===== config.mk =====
export PLATFORM = sky130hd
export DESIGN_NAME = posit_out_packer_flat
export DESIGN_NICKNAME = d
export VERILOG_FILES = /design/src/rtl/posit_pkg.sv /design/src/rtl/posit_out_packer_if.sv /design/src/rtl/posit_word_fifo.sv /design/src/rtl/posit_out_packer.sv /design/src/flat_wrapper.sv
export SDC_FILE = /design/constraint.sdc
export NUM_CORES = 1
export LEC_CHECK = 0
export CORE_MARGIN = 5
export CORE_UTILIZATION = 25
export CTS_CLUSTER_DIAMETER = 150
export DETAILED_ROUTE_END_ITERATION = 8
export PLACE_DENSITY = 0.49
export SLEW_MARGIN = 20
export SYNTH_ARGS = -nofsm -noshare
export SYNTH_HDL_FRONTEND = slang
export SYNTH_SLANG_ARGS = --single-unit

===== constraint.sdc =====
create_clock -name clk_i -period 8.1 [get_ports clk_i]
set_input_delay 0.81 -clock clk_i [delete_from_list [all_inputs] [get_ports clk_i]]
set_output_delay 0.81 -clock clk_i [all_outputs]
set_load 0.05 [all_outputs]

===== src/rtl/posit_pkg.sv =====
// Shared posit helpers for the MAC output path: NaR encoding, posit ReLU and
// FIFO occupancy width.
package posit_pkg;

    localparam int unsigned MAX_W = 32;

    function automatic logic [MAX_W-1:0] posit_nar(input int unsigned w);
        return MAX_W'(1) << (w - 1);
    endfunction

    // NaR keeps its encoding; every other negative posit clamps to zero.
    function automatic logic [MAX_W-1:0] posit_relu(input logic [MAX_W-1:0] p,
                                                   input int unsigned w);
        logic [MAX_W-1:0] r;
        r = p;
        if (p != posit_nar(w) && p[w-1])
            r = '0;
        return r;
    endfunction

    function automatic int unsigned occ_w(input int unsigned depth);
        return $clog2(depth) + 1;
    endfunction

endpackage


===== src/rtl/posit_out_packer_if.sv =====
// Output word stream of the posit packer: show-ahead valid/ready handshake.
interface posit_out_packer_if #(
    parameter int WIDTH = 8,
    parameter int LANES = 4
);
    logic [WIDTH*LANES-1:0] word_o;
    logic                   vld_o;
    logic                   rdy_i;

    modport master (output word_o, output vld_o, input rdy_i);
    modport slave  (input word_o, input vld_o, output rdy_i);
endinterface


===== src/rtl/posit_word_fifo.sv =====
// Synchronous show-ahead FIFO; the head word is kept in a register so the
// read data and empty flag are register outputs.
module posit_word_fifo
    import posit_pkg::*;
#(
    parameter int DATA_W = 32,
    parameter int DEPTH  = 4,
    localparam int LW    = occ_w(DEPTH),
    localparam int AW    = (DEPTH > 1) ? $clog2(DEPTH) : 1
) (
    input  logic              clk_i,
    input  logic              rst,
    input  logic              push_i,
    input  logic [DATA_W-1:0] din_i,
    input  logic              pop_i,
    output logic [DATA_W-1:0] dout_o,
    output logic              full_o,
    output logic              empty_o,
    output logic [LW-1:0]     level_o
);

    logic [DATA_W-1:0] mem_q [DEPTH];
    logic [AW-1:0]     wr_q, wr_d, rd_q, rd_d;
    logic [LW-1:0]     count_q, count_d;
    logic [DATA_W-1:0] dout_q, dout_d;
    logic              nempty_q;
    logic              push_ok, pop_ok;

    function automatic logic [AW-1:0] ptr_inc(input logic [AW-1:0] p);
        return (p == AW'(DEPTH - 1)) ? '0 : p + AW'(1);
    endfunction

    assign full_o  = (count_q == LW'(DEPTH));
    assign empty_o = ~nempty_q;
    assign level_o = count_q;
    assign dout_o  = dout_q;

    always_comb begin
        pop_ok  = pop_i & nempty_q;
        push_ok = push_i & (~full_o | pop_ok);
        rd_d    = pop_ok  ? ptr_inc(rd_q) : rd_q;
        wr_d    = push_ok ? ptr_inc(wr_q) : wr_q;
        count_d = count_q + LW'(push_ok) - LW'(pop_ok);
        // The new head may be the word being written on this very edge.
        dout_d  = '0;
        if (count_d != '0)
            dout_d = (push_ok && wr_q == rd_d) ? din_i : mem_q[rd_d];
    end

    always_ff @(posedge clk_i) begin
        if (push_ok)
            mem_q[wr_q] <= din_i;
    end

    always_ff @(posedge clk_i) begin
        if (rst) begin
            wr_q     <= '0;
            rd_q     <= '0;
            count_q  <= '0;
            dout_q   <= '0;
            nempty_q <= 1'b0;
        end else begin
            wr_q     <= wr_d;
            rd_q     <= rd_d;
            count_q  <= count_d;
            dout_q   <= dout_d;
            nempty_q <= (count_d != '0);
        end
    end

endmodule


===== src/rtl/posit_out_packer.sv =====
// Packs LANES posit MAC results (optionally ReLU'd) into words and queues them
// for write-back; never stalls the MAC, a full FIFO drops and flags overflow.
module posit_out_packer
    import posit_pkg::*;
#(
    parameter int WIDTH = 8,
    parameter int LANES = 4,
    parameter int DEPTH = 4,
    parameter int RELU  = 1,
    localparam int LW   = occ_w(DEPTH),
    localparam int LCW  = $clog2(LANES)
) (
    input  logic                      clk_i,
    input  logic                      rst,
    input  logic                      vld_i,
    input  logic [WIDTH-1:0]          acc_i,
    input  logic                      flush_i,
    posit_out_packer_if.master        out_if,
    output logic [LW-1:0]             level_o,
    output logic                      ovf_o
);

    logic [WIDTH-1:0]       relu_val;
    logic [WIDTH-1:0]       pack_q [LANES];
    logic [WIDTH-1:0]       lane_d [LANES];
    logic [WIDTH*LANES-1:0] word_d;
    logic [LCW-1:0]         lc_q;
    logic                   ovf_q;
    logic                   last_lane, push, pop, drop;
    logic                   fifo_full, fifo_empty;

    generate
        if (RELU != 0) begin : g_relu
            assign relu_val = WIDTH'(posit_relu(MAX_W'(acc_i), WIDTH));
        end else begin : g_pass
            assign relu_val = acc_i;
        end
    endgenerate

    // Word as it stands after this cycle's write; this is what a push sends.
    genvar gi;
    generate
        for (gi = 0; gi < LANES; gi++) begin : g_lane
            assign lane_d[gi] = (vld_i && lc_q == LCW'(gi)) ? relu_val : pack_q[gi];
            assign word_d[gi*WIDTH +: WIDTH] = lane_d[gi];
        end
    endgenerate

    assign last_lane = (lc_q == LCW'(LANES - 1));
    assign push      = (vld_i & last_lane) | (flush_i & (vld_i | (lc_q != '0)));
    assign pop       = out_if.vld_o & out_if.rdy_i;
    assign drop      = push & fifo_full & ~pop;
    assign ovf_o     = ovf_q;

    always_ff @(posedge clk_i) begin
        if (rst) begin
            lc_q  <= '0;
            ovf_q <= 1'b0;
            for (int i = 0; i < LANES; i++)
                pack_q[i] <= '0;
        end else begin
            // A dropped word still resets the lane state.
            if (push) begin
                lc_q <= '0;
                for (int i = 0; i < LANES; i++)
                    pack_q[i] <= '0;
            end else if (vld_i) begin
                lc_q <= lc_q + LCW'(1);
                for (int i = 0; i < LANES; i++)
                    pack_q[i] <= lane_d[i];
            end
            if (drop)
                ovf_q <= 1'b1;
        end
    end

    posit_word_fifo #(
        .DATA_W (WIDTH*LANES),
        .DEPTH  (DEPTH)
    ) u_fifo (
        .clk_i   (clk_i),
        .rst     (rst),
        .push_i  (push),
        .din_i   (word_d),
        .pop_i   (pop),
        .dout_o  (out_if.word_o),
        .full_o  (fifo_full),
        .empty_o (fifo_empty),
        .level_o (level_o)
    );

    assign out_if.vld_o = ~fifo_empty;

endmodule


===== src/flat_wrapper.sv =====
// flat-port wrapper written by rule: the top's interface ports become plain ports
module posit_out_packer_flat import posit_pkg::*;
#(
    parameter int WIDTH = 8,
    parameter int LANES = 4,
    parameter int DEPTH = 4,
    parameter int RELU  = 1,
    localparam int LW   = occ_w(DEPTH),
    localparam int LCW  = $clog2(LANES)
)
  (clk_i, rst, vld_i, acc_i, flush_i, level_o, ovf_o, out_if_word_o, out_if_vld_o, out_if_rdy_i);
  posit_out_packer_if #(.WIDTH(WIDTH), .LANES(LANES)) out_if_i ();
  input  logic clk_i;
  input  logic rst;
  input  logic vld_i;
  input  logic [WIDTH-1:0] acc_i;
  input  logic flush_i;
  output logic [LW-1:0] level_o;
  output logic ovf_o;
  output wire logic [$bits(out_if_i.word_o)-1:0] out_if_word_o;
  output wire logic [$bits(out_if_i.vld_o)-1:0] out_if_vld_o;
  input wire logic [$bits(out_if_i.rdy_i)-1:0] out_if_rdy_i;
  assign out_if_word_o = out_if_i.word_o;
  assign out_if_vld_o = out_if_i.vld_o;
  assign out_if_i.rdy_i = out_if_rdy_i;
  posit_out_packer #(.WIDTH(WIDTH), .LANES(LANES), .DEPTH(DEPTH), .RELU(RELU)) u_core (.clk_i(clk_i), .rst(rst), .vld_i(vld_i), .acc_i(acc_i), .flush_i(flush_i), .out_if(out_if_i), .level_o(level_o), .ovf_o(ovf_o));
endmodule

* Yosys cells after proc, flatten, opt, wreduce, memory -nomap -nowiden
Memories as Yosys holds them, arrays and structs flattened. A register that Yosys moved wholly into a read port is not among the register bits.
Cells that the tools add are included.
** Word-level totals
- Memories :: 2
- Output and inout bits :: 37
- RAM bits :: 160
- Bits of input ports :: 13
- Register bits :: 11
** Operators by class
- Bitwise gates (word level) :: 21
- Multiplexer cells :: 27
- $add $sub $neg :: 5
- Equality and inequality tests :: 7
- Reductions and logical operators :: 10
** Memories
- u_core.u_fifo.mem_q :: words 4, bits a word 32, read ports 1, clocked after memory_dff 1, write ports 1, line posit_word_fifo.sv:22 : logic [DATA_W-1:0] mem_q [DEPTH];
- u_core.pack_q :: words 4, bits a word 8, read ports 4, clocked after memory_dff 0, write ports 4, line posit_out_packer.sv:24 : logic [WIDTH-1:0] pack_q [LANES];
** Operator list (count)
- $mux W8 :: 13
- $mux W1 :: 11
- $or A1 B1 Y1 :: 11
- $eq A2 B2 Y1 const B :: 4
- $ne A8 B8 Y1 const B :: 1
- $and A1 B1 Y1 :: 7
- $add A2 B1 Y2 const B :: 3
- $mux W2 :: 3
- $logic_and A1 B1 Y1 :: 5
- $reduce_or A2 Y1 :: 2
- $add A3 B1 Y3 :: 1
- $eq A3 B3 Y1 const B :: 1
- $not A1 Y1 :: 3
- $reduce_bool A3 Y1 :: 1
- $sub A3 B1 Y3 :: 1
- $eq A2 B1 Y1 const B :: 1
- $logic_not A2 Y1 :: 1
- $reduce_bool A2 Y1 :: 1

* Longest topological paths before layout
Gate-level depths: netlist of run 1.
- Depth in word-level cells :: 10
- Mapped depth :: 16
- Gate-level depth less buffers :: 14

* Modules after synthesis
Synthesis of run 1 repeated with hierarchy kept, for this count alone.
** Unflattened totals
- Cell total of the unflattened synthesis :: 489
- Area total of the unflattened synthesis :: 7961.4 µm²
** Modules (own cells, without submodules)
- posit_word_fifo :: cells each 291, sequential area each 4644.5 µm², instances 1, area an instance 6085.8 µm²
- posit_out_packer :: cells each 198, sequential area each 940.9 µm², instances 1, area an instance 1875.5 µm²

* Worst setup path before layout of run 1
No wires, ideal clock.
- Path kind :: input to register
- Start :: input port vld_i
- End :: register u_core.u_fifo.dout_q[15] (netlist: u_core.u_fifo.dout_o[15]) (read register of u_core.u_fifo.mem_q)
- Setup slack :: 4681 ps
- Library setup time :: 120 ps
- Buffers on the path :: 3
- Arrival time :: 3298 ps
- Stages on the path :: 16
- Required time :: 7980 ps
- Cell sequence :: buf_2 o21ai_0 o21ai_0 nor2b_1 buf_2 inv_1 ha_1 inv_1 ha_1 fa_1 xnor2_1 a21o_1 inv_1 nand4_1 buf_2 o2bb2ai_1
** On the way
- Longest elaborated chain between the ends :: 9
- Elaborated cells between the ends (all ways) :: 10
** Ends and longest elaborated chain
- start, declared :: line flat_wrapper.sv:15 : input logic vld_i;
- $or A1 B1 Y1 :: line posit_out_packer.sv:50 : assign push = (vld_i & last_lane) | (flush_i & (vld_i | (lc_q != '0)));
- $and A1 B1 Y1 :: line posit_out_packer.sv:50
- $or A1 B1 Y1 (*) :: line posit_out_packer.sv:50
- $and A1 B1 Y1 (*) :: line posit_word_fifo.sv:40 : push_ok = push_i & (~full_o | pop_ok);
- $add A3 B1 Y3 (*) :: line posit_word_fifo.sv:43 : count_d = count_q + LW'(push_ok) - LW'(pop_ok);
- $sub A3 B1 Y3 (*) :: line posit_word_fifo.sv:43
- $reduce_bool A3 Y1 (*) :: line posit_word_fifo.sv:46 : if (count_d != '0)
- $not A1 Y1 (no source line) (*)
- $reduce_or A2 Y1 (no source line) (*)
- end, declared :: line posit_word_fifo.sv:25 : logic [DATA_W-1:0] dout_q, dout_d;
Every way passes the cells marked *; elsewhere a longest branch is shown, timed or not.
A chain may end at the register's enable or synchronous reset.

* Final worst setup path of run 1
- Start :: input port flush_i
- End :: register u_core.u_fifo.dout_q[28] (netlist: u_core.u_fifo.dout_o[28]) (read register of u_core.u_fifo.mem_q)
** On the way
- Longest elaborated chain between the ends :: 8
** Ends and longest elaborated chain
- start, declared :: line flat_wrapper.sv:17 : input logic flush_i;
- $and A1 B1 Y1 :: line posit_out_packer.sv:50
- $or A1 B1 Y1 :: line posit_out_packer.sv:50
- $and A1 B1 Y1 :: line posit_word_fifo.sv:40
- $add A3 B1 Y3 :: line posit_word_fifo.sv:43
- $sub A3 B1 Y3 :: line posit_word_fifo.sv:43
- via u_core.u_fifo.count_d[1] :: line posit_word_fifo.sv:24 : logic [LW-1:0] count_q, count_d;
- $reduce_bool A3 Y1 :: line posit_word_fifo.sv:46
- $not A1 Y1 (no source line)
- $reduce_or A2 Y1 (no source line)
The timed path passes the listed nets, and every way through them passes these cells.

==> run metrics, run 1 <==
TritonCTS clock tree=yes; hold bufs inserted after CTS=0; Top FF cell, synth=edfxtp_1; Post-CTS Setup Inserts=0; Crit path top cell by count=inv_1; Worst path depth=15; initial antenna violation count=0; Initial Util=25.4%; worst r2r path cells=15; cells after synthesis=just under 500; die area=roughly 0.035 sq mm; crit path capture type=flop; critical-path maximum fanout=18; CTS buffer count=23; Hold Path Class=flop to flop; crit-path cells=clkdlybuf4s50_1 -> inv_1 -> o21ai_0 -> nor2b_1 -> inv_1 -> ha_1 -> inv_1 -> ha_1 -> fa_1 -> nor2_1 -> a21o_1 -> inv_1 -> nand4_1 -> buf_4 -> o2bb2ai_1; Nets=575; share of the synthesized area in the top cell type=approximately three fifths; Tcrit/Tclk final=about 62%; area delta synth->final=22.5%; final count of negative-setup-slack endpoints=0; worst endpoint required time=between 8 and 9 ns; WHS Path Cells=2; register area share after synthesis=between 70 and 80%; Max Cap Violations=0; CP peak stage delay=around 0.70 ns; clock-pin slew on the worst setup and hold paths=0.06 ns; Hold Vio Cnt, Final=0; Core Footprint=0.0307 sq mm; Power Dens Cells=around 360 mW/mm^2; H-tree levels=1; FMAX=slightly below 200 MHz; top post-synthesis cells by count=edfxtp_1, nor2_1, dfxtp_1; area occupied by multi-input gates=roughly 0.0019 sq mm; die height=187 um; skew final=between 0.007 and 0.008 ns; top cell type by total area after synthesis=edfxtp_1; slowest cell on the critical path=nand4_1; vias in the first global route=roughly 4600; Routability Congestion=a little over 0.7; IO Count=50; DRT iter0 DRCs=244; Filler Cells Inserted=between 2000 and 3000; clk buf depth=3; I/O Buffers=49; Util after Layout=31.2%; vias=4189; Cell Area, Synth=between 0.007 and 0.008 sq mm; drt drc=0; first-pass GRT wire length=roughly 27000 um; Max-slew headroom=a little under two fifths; number of synthesized flops with an enable pin=152; synthesized flop and latch total=around 200; Slew @ Worst Pin=approximately 0.94 ns; Root Buffer=clkbuf_16; Synth cell types=28; Avg Cell Area, Syn=15.9 sq um; status=completed; diodes inserted=0; Synth area leaders=edfxtp_1, dfxtp_1, mux4_2; post_cts resized=0; syn nets=roughly 520; GRT Overall Usage=a little under 10%; Crit path max-delay family=simple AND/OR/NAND/NOR gates; CP Buf/Inv Count=6; Slew Viols, Final=0; dpl hpwl=roughly 11000 um; Post-Layout Cell Count=a little under 1000; Die W=187 um; setup_tns=0 ns; startpoint types=input port; Cell Rows=64; cell with the most instances after synthesis=edfxtp_1; largest net degree at the start of global routing=35; First-pass DRT Iterations=4; Min Hold Slack=~0.52 ns; share of cells above drive strength 1=between 10 and 15%; worst path arrival time=roughly 5.5 ns; drt via density=4.35; Leak=3.49 nW; register area=roughly 0.0056 sq mm; remaining global-route overflow=0; Total Wirelength=~17000 um; total chip power=about 3.5 mW; critical path type=input port to flop; async set-reset flop share out of synthesis=0%; wire per inst=around 18 um; clock sinks=about 200; Antenna Nets Post-Route=0; Clock Latency Late Sink=~0.5 ns; Inst Count DP=slightly above 900; Ys Warns=0; min cycle time layout=5.03 ns; RSZ-0062 raised after global routing=no; worst vdd ir=between 0.15 and 0.2 mV
==> worst register-to-register path, cell delays in order (launching register included) <==
cell	delay [ns]
dfxtp_1	0.40
inv_1	0.09
ha_1	0.22
o21ai_0	0.54
nor2b_1	0.64
inv_1	0.10
ha_1	0.30
inv_1	0.04
ha_1	0.18
fa_1	0.50
nor2_1	0.05
a21o_1	0.20
inv_1	0.07
nand4_1	0.70
buf_4	0.53
o2bb2ai_1	0.18
==> where the power goes <==
group          total, mW  switching, mW  internal, mW
logic               1.03          0.639         0.386
clock network       1.10          0.408         0.690
registers           1.33         0.0588          1.27
total               3.46           1.11          2.35
==> cell type report <==
cell class                 instances  area share, %
clock inverter                    16           2.23
timing repair buffer              57           5.97
sequential                       203           58.4
clock buffer                      26           6.25
inverter                          42           1.65
tap                              396           5.18
multi-input combinational        223           20.3
==> metrics by stage <==
stage | worst slack, ns | instance area (sq um)
floorplan | 4.68 | 7800
CTS | 2.98 | 9530
global placement | 2.62 | 8720
global route | 2.69 | 9560
detailed placement | 2.49 | 8720
finish | 3.07 | 9560
==> logic make-up after synthesis <==
group	Yosys count	share of synthesized area (%)
buffers and inverters	65	3.55
DFF	203	71.6
xor gates and xnor gates	5	0.561
adders and majority gates	12	2.02
AOI/OAI and AO/OA	65	5.95
and+or+nand+nor	100	5.60
muxes	41	10.7
==> sequential cells by signal (all words and copies together), names as in the netlist <==
register	flops
u_core.u_fifo.mem_q	128
u_core.u_fifo.rd_q	2
u_core.u_fifo.wr_q	2
u_core.u_fifo.level_o	3
u_core.lc_q	2
u_core.u_fifo.dout_o	32
u_core.pack_q	32
u_core.ovf_o	1
u_core.u_fifo.nempty_q	1
==> worst paths after layout <==
path                                startpoint  slack [ns]                       end
worst max-delay path                   flush_i        3.07  u_core.u_fifo.dout_o[28]
worst min-delay path              u_core.ovf_o        0.52              u_core.ovf_o
worst max register to register  u_core.lc_q[0]        3.30  u_core.u_fifo.dout_o[28]
worst min register to register    u_core.ovf_o        0.52              u_core.ovf_o
==> per-layer routing <==
layer	wire [um]	GRT usage, %	up-vias
met1	7690	12.8	2154
met5	0	0	-
met4	387	2.41	0
li1	-	-	1926
met2	8410	16.6	80
met3	655	2.17	29
==> placed cells by master, fill, tap and decap left out, types with 2 or more instances in the layout <==
master and count:
bufinv_16 5, or3_1 2, mux2i_4 2, inv_1 42
nand2b_1 7, mux4_2 32, nor2_1 73, ha_1 11
a21oi_1 29, clkbuf_16 23, o21ai_0 2, clkinv_2 6
and2_1 5, buf_4 7, nor2b_1 3, xnor2_1 5
clkdlybuf4s50_1 49, o2bb2ai_1 32, nand2_1 5, clkinv_1 2
edfxtp_1 152, mux2i_1 7, dfxtp_1 51, clkbuf_1 2
Note: power is estimated with default switching activity, not from simulation.
==> run 2, diff against run 1 <==
- clock period: 8.1 -> 4.9 ns (I/O delays scaled with it)
==> run metrics, run 2 (synthesized netlist as in run 1, its figures left out) <==
Slew Viols, Final=0 (unchanged); Tcrit/Tclk final=82.3%; Util after Layout=31.1% (-0.094 points); Nets=578 (+0.52%); die height=187 um (unchanged); initial antenna violation count=0 (unchanged); status=completed; final count of negative-setup-slack endpoints=0 (unchanged); die area=0.0348 sq mm (unchanged); first-pass GRT wire length=27000 um (-0.69%); dpl hpwl=10300 um (-2.4%); slowest cell on the critical path=nor2b_1; Leak=3.48 nW (-0.25%); worst endpoint required time=5.32 ns (-3.21 ns); Worst Hold Path EP=u_core.ovf_o; Power Dens Cells=591 mW/mm^2 (+63%); remaining global-route overflow=0 (unchanged); hold path startpoint=u_core.ovf_o; critical path type=flop to flop; reg2reg end=u_core.u_fifo.dout_o[20]; Total Wirelength=17200 um (+0.60%); hold bufs inserted after CTS=0 (unchanged); most frequent cells in the layout=edfxtp_1, nor2_1, dfxtp_1; clk buf depth=3 (unchanged); DRT iter0 DRCs=206 (-16%); reg2reg start=u_core.lc_q[0]; I/O Buffers=49 (unchanged); Slew @ Worst Pin=0.848 ns (-0.0903 ns); worst setup margin=0.869 ns (-2.20 ns); worst r2r path cells=14 (-1); CTS buffer count=23 (unchanged); min cycle time layout=about 4.0 ns; First-pass DRT Iterations=4 (unchanged); skew final=0.0222 ns (+0.0148 ns); Post-CTS Setup Inserts=0 (unchanged); post_cts resized=0 (unchanged); clock sinks=203 (unchanged); Hold Vio Cnt, Final=0 (unchanged); crit path capture type=flop; worst vdd ir=0.261 mV (+38%); area delta synth->final=22.2%; Antenna Nets Post-Route=0 (unchanged); RSZ-0062 raised after global routing=no; startpoint types=flop; register area=0.00559 sq mm (unchanged); max reg flops=128 (unchanged); Max-slew headroom=43.4% (+5.9 points); drt drc=0 (unchanged); R2R setup slack=0.87 ns (-2.43 ns); most flop-heavy register=u_core.u_fifo.mem_q; TritonCTS clock tree=yes; vias in the first global route=4466 (-1.8%); Cell Rows=64 (unchanged); worst path arrival time=4.45 ns (-1.01 ns); critical-path maximum fanout=32 (+14); most common cell after layout, fill and taps aside=edfxtp_1; WHS Path Cells=2 (unchanged); vias=4097 (-2.2%); Core Footprint=0.0307 sq mm (unchanged); largest net degree at the start of global routing=33 (-5.7%); Clock Latency Late Sink=0.51 ns (about the same); Root Buffer=clkbuf_16; crit-path cells=inv_1 -> ha_1 -> o21ai_0 -> nor2b_1 -> inv_1 -> ha_1 -> inv_1 -> ha_1 -> fa_1 -> nor2_1 -> a21o_1 -> a31oi_4 -> buf_4 -> o2bb2ai_1; clock-pin slew on the worst setup and hold paths=0.06 ns (about the same); setup_tns=0 ns (unchanged); CP peak stage delay=0.68 ns (-0.02 ns); share of cells above drive strength 1=14.6% (+0.099 points); Initial Util=25.4% (unchanged); diodes inserted=0 (unchanged); Post-Layout Cell Count=966 (+0.31%); wire per inst=17.9 um (+0.29%); Filler Cells Inserted=3002 (+0.13%); IO Count=50 (unchanged); Hold Path Class=flop to flop; area occupied by multi-input gates=0.00194 sq mm (unchanged); GRT Overall Usage=9.78% (about the same); FMAX=approximately 250 MHz; Max Cap Violations=0 (unchanged); H-tree levels=1 (unchanged); drt via density=4.24 (-2.5%); Inst Count DP=924 (+0.43%); Routability Congestion=0.727 (+1.6%); Min Hold Slack=0.482 ns (-0.0375 ns); Die W=187 um (unchanged); pre-CTS setup slack=0.423 ns (-2.06 ns)
run 2: area by class of cell:
cell class              count  area share [%]
well taps                 396            5.20
inverters                  42            1.65
clock buffers              28            6.34
multi-input cells         223            20.3
clock inverters            14            1.83
flip-flops and latches    203            58.6
repair buffers             60            6.01
run 2: worst max-delay path, delay by kind of cell, from the launching register on:
family / cells / cell delay, ns
simple gates: 2 / 0.73
flops: 1 / 0.41
compound gates: 4 / 0.93
buf+inv: 4 / 0.67
fa+ha+maj: 4 / 1.20
run 2: worst max-delay path by stage:
| stage | slack [ns] | start | endpoint | depth (start not counted) |
|---|---|---|---|---|
| after detailed placement | 0.42 | flush_i | u_core.u_fifo.dout_o[6] | 15 |
| final | 0.87 | u_core.lc_q[0] | u_core.u_fifo.dout_o[20] | 14 |
| after floorplan | 1.73 | u_core.u_fifo.nempty_q | u_core.u_fifo.dout_o[15] | 16 |
| after global placement | 0.57 | flush_i | u_core.u_fifo.dout_o[6] | 15 |
| after global routing | 0.51 | u_core.lc_q[0] | u_core.u_fifo.dout_o[20] | 15 |
| after CTS | 0.81 | u_core.lc_q[0] | u_core.u_fifo.dout_o[21] | 15 |
run 2: power breakdown:
group          switching [mW]  internal (mW)  leakage (nW)
clock network           0.664           1.09         0.383
registers               0.101           2.11          1.91
logic                    1.05          0.619          1.19
run 2: per-layer routing:
layer | share of wire [%] | track usage, % | vias up
li1 | - | - | 1942
met1 | 44 | 13.2 | 2043
met2 | 49 | 16.4 | 85
met3 | 5.1 | 1.74 | 27
met4 | 2.0 | 2.44 | 0
met5 | 0 | 0 | -
run 2: stage by stage:
| step | total power, mW | cell area [sq um] |
|---|---|---|
| after global routing | 5.89 | 9530 |
| after CTS | 5.73 | 9530 |
| after global placement | 3.93 | 8750 |
| final | 5.63 | 9530 |
| after detailed placement | 3.95 | 8750 |
| after floorplan | 3.35 | 7800 |
